==> config.mk <==
export PLATFORM = sky130hd
export DESIGN_NAME = updown_monitor
export DESIGN_NICKNAME = d
export VERILOG_FILES = /design/src/rtl/updown_monitor.sv
export SDC_FILE = /design/constraint.sdc
export NUM_CORES = 1
export LEC_CHECK = 0
export ABC_AREA = 1
export ABC_CLOCK_PERIOD_IN_PS = 2340
export CORE_MARGIN = 3
export CORE_UTILIZATION = 56
export CTS_CLUSTER_DIAMETER = 50
export CTS_CLUSTER_SIZE = 16
export DETAILED_ROUTE_END_ITERATION = 8
export DONT_BUFFER_PORTS = 1
export GPL_TIMING_DRIVEN = 0
export HOLD_SLACK_MARGIN = 0.02
export PLACE_DENSITY = 0.79
export SYNTH_ARGS = -nofsm -noshare
export SYNTH_HDL_FRONTEND = slang
export SYNTH_SLANG_ARGS = --single-unit
==> constraint.sdc <==
create_clock -name clock -period 2.34 [get_ports clock]
set_clock_uncertainty 0.1 [all_clocks]
set_input_delay 0.351 -clock clock [delete_from_list [all_inputs] [get_ports clock]]
set_output_delay 0.351 -clock clock [all_outputs]
set_load 0.02 [all_outputs]
==> src/rtl/updown_monitor.sv <==
// updown_monitor: watches a 4-bit up/down counter and checks each new sample
// against the previous sample stepped in the previously driven direction.
// It acquires lock after LOCK_N consecutive good steps, flags each broken
// step while locked or faulted, counts those errors with saturation, and
// pulses Wrap on every correctly observed 15->0 or 0->15 step.
module updown_monitor #(
    parameter int LOCK_N = 3,   // consecutive matches needed to lock (1..7)
    parameter int CNT_W  = 8    // width of the saturating error counter
) (
    input  logic             clock,
    input  logic             Reset,
    input  logic             Down,
    input  logic [3:0]       Q,
    output logic             Locked,
    output logic             Fault,
    output logic             Err,
    output logic [CNT_W-1:0] Err_cnt,
    output logic             Wrap
);

    typedef enum logic [1:0] {
        IDLE   = 2'd0,
        SYNC   = 2'd1,
        LOCKED = 2'd2,
        FAULT  = 2'd3
    } state_t;

    localparam logic [2:0] LOCK_N_C = 3'(LOCK_N);

    // Value the counter must show next, given last sample and last direction.
    function automatic logic [3:0] exp_next(input logic [3:0] q, input logic dn);
        return dn ? (q - 4'd1) : (q + 4'd1);
    endfunction

    // True when the step from q in direction dn crosses the 4-bit boundary.
    function automatic logic is_wrap(input logic [3:0] q, input logic dn);
        return (!dn && (q == 4'hF)) || (dn && (q == 4'h0));
    endfunction

    // Error counter increment that sticks at all-ones.
    function automatic logic [CNT_W-1:0] sat_inc(input logic [CNT_W-1:0] c);
        return (c == {CNT_W{1'b1}}) ? c : (c + CNT_W'(1));
    endfunction

    state_t      r_state;
    state_t      w_state_nxt;
    logic [2:0]  r_match_cnt;
    logic [2:0]  w_match_cnt_nxt;
    logic [2:0]  w_match_inc;
    logic [3:0]  r_q_prev;
    logic        r_down_prev;
    logic [3:0]  w_exp;
    logic        w_match;
    logic        w_wrap_step;
    logic        w_err_nxt;
    logic        w_wrap_nxt;

    assign w_exp       = exp_next(r_q_prev, r_down_prev);
    assign w_match     = (Q == w_exp);
    assign w_wrap_step = is_wrap(r_q_prev, r_down_prev);
    assign w_match_inc = r_match_cnt + 3'd1;

    // Sample history: the previous value and direction define the next expectation.
    always_ff @(posedge clock) begin
        if (Reset) begin
            r_q_prev    <= 4'd0;
            r_down_prev <= 1'b0;
        end else begin
            r_q_prev    <= Q;
            r_down_prev <= Down;
        end
    end

    // State and match-run counter registers.
    always_ff @(posedge clock) begin
        if (Reset) begin
            r_state     <= IDLE;
            r_match_cnt <= 3'd0;
        end else begin
            r_state     <= w_state_nxt;
            r_match_cnt <= w_match_cnt_nxt;
        end
    end

    // Next-state decode; Err and Wrap are decided from the current sample here.
    always_comb begin
        w_state_nxt     = r_state;
        w_match_cnt_nxt = r_match_cnt;
        w_err_nxt       = 1'b0;
        w_wrap_nxt      = 1'b0;
        case (r_state)
            IDLE: begin
                // First edge only captures history; nothing to compare yet.
                w_state_nxt     = SYNC;
                w_match_cnt_nxt = 3'd0;
            end
            SYNC: begin
                if (w_match) begin
                    w_wrap_nxt = w_wrap_step;
                    if (w_match_inc == LOCK_N_C) begin
                        w_state_nxt     = LOCKED;
                        w_match_cnt_nxt = 3'd0;
                    end else begin
                        w_match_cnt_nxt = w_match_inc;
                    end
                end else begin
                    // Still acquiring: a bad step just restarts the run silently.
                    w_match_cnt_nxt = 3'd0;
                end
            end
            LOCKED: begin
                if (w_match) begin
                    w_wrap_nxt = w_wrap_step;
                end else begin
                    w_err_nxt       = 1'b1;
                    w_match_cnt_nxt = 3'd0;
                    w_state_nxt     = FAULT;
                end
            end
            FAULT: begin
                if (w_match) begin
                    w_wrap_nxt = w_wrap_step;
                    if (w_match_inc == LOCK_N_C) begin
                        w_state_nxt     = LOCKED;
                        w_match_cnt_nxt = 3'd0;
                    end else begin
                        w_match_cnt_nxt = w_match_inc;
                    end
                end else begin
                    w_err_nxt       = 1'b1;
                    w_match_cnt_nxt = 3'd0;
                end
            end
            default: begin
                w_state_nxt     = IDLE;
                w_match_cnt_nxt = 3'd0;
            end
        endcase
    end

    // Registered outputs: status follows the next state so it is valid the cycle after the deciding edge.
    always_ff @(posedge clock) begin
        if (Reset) begin
            Locked  <= 1'b0;
            Fault   <= 1'b0;
            Err     <= 1'b0;
            Wrap    <= 1'b0;
            Err_cnt <= '0;
        end else begin
            Locked <= (w_state_nxt == LOCKED);
            Fault  <= (w_state_nxt == FAULT);
            Err    <= w_err_nxt;
            Wrap   <= w_wrap_nxt;
            if (w_err_nxt) begin
                Err_cnt <= sat_inc(Err_cnt);
            end
        end
    end

endmodule

* Word-level counts from Yosys, hierarchy flattened
Cells that the tools add are included.
** Word-level totals
- Word-level logic and storage cells :: 48
- Output and inout bits :: 12
- Register bits after elaboration :: 22
- Bits of input ports :: 7
** Operators by class
- Equal/unequal tests :: 10
- Add/subtract/negate cells :: 4
- Reduce and logical (&&, ||, !) cells :: 11
- Bitwise logic cells :: 3
- Multiplexer cells :: 11
** Operators with widths (count)
- $mux W3 :: 3
- $pmux W3 S3 :: 1
- $add A8 B1 Y8 const B :: 1
- $eq A2 B2 Y1 const B :: 4
- $eq A8 B8 Y1 const B :: 1
- $mux W2 :: 3
- $pmux W2 S3 :: 1
- $reduce_or A3 Y1 :: 2
- $add A4 B1 Y4 const B :: 1
- $eq A4 B4 Y1 :: 1
- $eq A4 B4 Y1 const B :: 1
- $logic_not A4 Y1 :: 1
- $mux W4 :: 1
- $reduce_or A2 Y1 :: 2
- $sub A4 B1 Y4 const B :: 1
- $add A3 B1 Y3 const B :: 1
- $eq A3 B2 Y1 const B :: 1
- $not A1 Y1 :: 3
- $eq A2 B1 Y1 const B :: 1
- $logic_and A1 B1 Y1 :: 2
- $logic_not A2 Y1 :: 1
- $mux W1 :: 2
- $ne A2 B2 Y1 const B :: 1
- $reduce_and A2 Y1 :: 1
- other kinds (2) :: 2

* Longest topological paths before layout
- Depth after elaboration :: 6
- Gate-level depth with buffers :: 13
- Gate-level depth less buffers :: 13

* Least setup slack after synthesis
Ideal clock, no wire load.
- Path kind :: reg-to-reg
- Start :: register r_q_prev[0]
- End :: register r_match_cnt[2]
- Path slack :: 372 ps
- Clock period less this slack :: 1968 ps
- Cell stages (with the launch flop) :: 11
- Path buffers :: 1
- Data arrival time :: 1801 ps
- Data required time :: 2173 ps
- Library setup time :: 67 ps
- Cells stage by stage :: dfxtp_1 inv_2 fa_1 xor2_1 nand2_1 nor2_4 nand3_2 buf_6 nor2_4 nand2_2 a21oi_2
** On the way
- Cells in the longest elaborated chain, start to end :: 5
- Elaborated cells on any way between the ends :: 7
- Those cells by class :: 2 x add/sub; 2 x eq/ne; 3 x mux
** Ends and longest elaborated chain
- start: declaration :: line 50 : logic [3:0] r_q_prev;
- start signal: assignment :: line 66 : r_q_prev <= 4'd0;
- start signal: assignment :: line 69 : r_q_prev <= Q;
- $add A4 B1 Y4 / $sub A4 B1 Y4 (equally long branches) :: line 32 : return dn ? (q - 4'd1) : (q + 4'd1);
- $mux W4 * :: line 32
- $eq A4 B4 Y1 * :: line 59 : assign w_match = (Q == w_exp);
- $mux W3 :: line 121 : if (w_match) begin
- $pmux W3 S3 :: line 91 : case (r_state)
- end signal: assignment :: line 81 : r_match_cnt <= w_match_cnt_nxt;
- end: declaration :: line 47 : logic [2:0] r_match_cnt;
Every way passes the cells marked *; elsewhere a longest branch is shown, timed or not.
A chain may end at the register's enable or synchronous reset.

* Worst setup path in the final report
- Start :: register r_q_prev[1]
- End :: register r_match_cnt[2]
Same word-level chain as after synthesis.

==> results.sh <==
export IMPL_cts_buffers=3
export IMPL_drt_iter0_drc=39
export IMPL_slew_headroom_pct=64.4
export IMPL_crit_path_cell_trace="inv_1 > fa_1 > xor2_1 > nand2_1 > nor2_4 > nand3_2 > buf_6 > nor2_4 > nand2_2 > a21oi_2"
export IMPL_hold_ws_ns=0.0232
export IMPL_nets=176
export IMPL_crit_type="register to register"
export IMPL_required_ns=2.49
export IMPL_port_buffers=0
export IMPL_hp_class="primary input to register"
export IMPL_p_leak_nw=0.541
export IMPL_ctsHtreeMaxLevel=1
export IMPL_drc=0
export IMPL_ys_seq_elements=22
export IMPL_powerDensity_nw_per_um2=540
export IMPL_cts_root_buf="clkbuf_4"
export IMPL_chipWidth_um=51.8
export IMPL_yosysTopAreaCell="dfxtp_1"
export IMPL_period_minus_slack_ns=2.16
export IMPL_drt_wl_total_mm=2.31
export IMPL_grtUsageTotal_pct=18.7
export IMPL_cap_violations=0
export IMPL_startpoint_type="register"
export IMPL_cp_end_kind="register"
export IMPL_vias=1040
export IMPL_finalCritPeriodShare_pct=92.2
export IMPL_coreArea_um2=1840
export IMPL_routabilityCongestion=0.796
export IMPL_post_cts_buffers=0
export IMPL_arrival_ns=2.31
export IMPL_final_hold_violation_count=0
export IMPL_total_power_mw=0.675
export IMPL_fp_row_count=15
export IMPL_cts_tree="yes"
export IMPL_syn_to_final_growth_pct=6.62
export IMPL_synth_top_area_share_pct=37.6
export IMPL_synth_cell_type_count=22
export IMPL_slew_viol_final=0
export IMPL_cpPeakStageDelay_ns=0.52
export IMPL_viasPerCell=5.56
export IMPL_path_delay_family="simple AND/OR/NAND/NOR gates"
export IMPL_vdd_drop_max_mv=0.453
export IMPL_syn_area_per_cell_um2=7.42
export IMPL_fin_util_pct=68.0
export IMPL_fmax_mhz=464
export IMPL_antenna_found_initial=0
export IMPL_final_fill_count=165
export IMPL_clockBufferDepth=2
export IMPL_grt_overflow_total=0
export IMPL_ant_nets=0
export IMPL_die_h_um=51.8
export IMPL_drt_pass1_iterations=5
export IMPL_yosysWarningCount=0
export IMPL_grt_max_degree=13
export IMPL_crit_slowest_cell="fa_1"
export IMPL_die_area_um2=2680
export IMPL_start_util_pct=63.7
export IMPL_avgRoutedWirePerCell_um=12.3
export IMPL_ioPinCount=19
export IMPL_setup_viol=0
export IMPL_netlist_area_um2=1170
export IMPL_ctsHoldBuffers=0
export IMPL_diodes=0
export IMPL_final_layout_size_suffix_gt1_share_pct=12.3
export IMPL_ys_seq_area_share_pct=37.6
export IMPL_crit_top_cell="nor2_4"
export IMPL_syn_num_nets=171
export IMPL_dpl_hpwl_mm=1.70
export IMPL_grt_first_pass_wirelength_mm=3.86
export IMPL_worstMarginPinSlew_ns=0.534
export IMPL_path_max_fanout=10
export IMPL_cts_sinks=22
export IMPL_cp_num_buf_inv=2
export IMPL_synthTopCellsByArea="dfxtp_1 (38%), nand2_1 (12%), inv_1 (6.4%)"
export IMPL_netlist_instances=158
export IMPL_clkTransAtPathRegs_ns=0.12
export IMPL_clock_latency_ns=0.31
export IMPL_tns_ns=0
export IMPL_status="completed"
export IMPL_grt_pass1_vias=973
## logic make-up (layout without fill, tap and decap cells)
family	count (synthesis)	after routing	synth area share [%]
and+or+nand+nor	83	83	34.3
buffers and inverters	26	30	8.96
DFF	22	22	37.6
AOI/OAI and AO/OA	13	13	6.19
xor gates and xnor gates	8	8	5.98
adders and majority gates	6	6	7.04
## per-stage QoR
| stage | setup WS (ns) | instances | instance area [um2] |
|---|---|---|---|
| 6_report | 0.183 | 187 | 1250 |
| 5_1_grt | -0.00179 | 187 | 1250 |
| 4_1_cts | 0.172 | 187 | 1240 |
| 3_5_place_dp | 0.193 | 183 | 1200 |
| 3_3_place_gp | 0.221 | 183 | 1200 |
| 2_1_floorplan | 0.372 | 158 | 1170 |
## cell type report
| class | instances | area, um2 | share of cell area [%] |
|---|---|---|---|
| plain buffers | 4 | 22.5 | 1.80 |
| clock buffers | 4 | 36.3 | 2.90 |
| inverters | 22 | 82.6 | 6.61 |
| multi-input cells | 110 | 634 | 50.8 |
| flip-flops and latches | 22 | 443 | 35.4 |
| well taps | 25 | 31.3 | 2.50 |
## registers in the layout, summed over array words and instances, names as in the netlist
register     cells
Wrap             1
r_match_cnt      3
r_state          2
Fault            1
r_down_prev      1
r_q_prev         4
Err              1
Err_cnt          8
Locked           1
## routing by layer
| layer | up-vias | share of wire [%] | routed length (um) | GRT usage (%) |
|---|---|---|---|---|
| met1 | 479 | 46 | 1060 | 23.9 |
| met3 | 6 | 4.4 | 101 | 3.15 |
| met5 | - | 0 | 0 | 0 |
| li1 | 521 | - | - | - |
| met4 | 0 | 1.5 | 34 | 8.73 |
| met2 | 34 | 48 | 1100 | 30.5 |
## cells in the mapped netlist
| library cell | number |
|---|---|
| a21oi_1 | 10 |
| a21oi_2 | 1 |
| buf_6 | 1 |
| clkbuf_1 | 3 |
| dfxtp_1 | 22 |
| fa_1 | 1 |
| ha_1 | 5 |
| inv_1 | 20 |
| inv_2 | 2 |
| nand2_1 | 36 |
| nand2_2 | 4 |
| nand3_1 | 9 |
| nand3_2 | 2 |
| nand4_1 | 12 |
| nor2_1 | 16 |
| nor2_4 | 2 |
| nor3b_2 | 1 |
| o21ai_0 | 1 |
| o32ai_1 | 1 |
| or2_2 | 1 |
| xnor2_1 | 4 |
| xor2_1 | 4 |
## worst paths after layout
| kind | from | to | slack (ns) | cells after the start |
|---|---|---|---|---|
| max reg2reg | r_q_prev[1] | r_match_cnt[2] | 0.18 | 10 |
| min | Down | r_down_prev | 0.02 | 2 |
| max | r_q_prev[1] | r_match_cnt[2] | 0.18 | 10 |
| min reg2reg | r_match_cnt[0] | r_match_cnt[0] | 0.43 | 2 |
## layout by cell type (no fill, tap or decap), types with 2 or more instances in the layout
cell,count
nand2_1,36
dfxtp_1,20
inv_1,20
nor2_1,16
nand4_1,12
a21oi_1,10
nand3_1,9
ha_1,5
xor2_1,4
nand2_2,4
xnor2_1,4
clkbuf_1,3
clkbuf_4,3
inv_2,2
nor2_4,2
dfxtp_2,2
## worst reg2reg max path, stage by stage (launching register included)
cell	delay [ns]
dfxtp_1	0.39
inv_1	0.09
fa_1	0.52
xor2_1	0.14
nand2_1	0.12
nor2_4	0.18
nand3_2	0.15
buf_6	0.19
nor2_4	0.08
nand2_2	0.05
a21oi_2	0.11
## power by group
| part | total, mW | internal (mW) | switching [mW] |
|---|---|---|---|
| clock network | 0.210 | 0.0951 | 0.115 |
| logic | 0.0760 | 0.0255 | 0.0505 |
| registers | 0.388 | 0.381 | 0.00686 |
## timing repair
action                                 CTS  global route
endpoints found under the hold margin    0             0
setup endpoints to repair                0             5
resized for setup                        0             3
No activity file was read; power rests on OpenSTA's default activity.
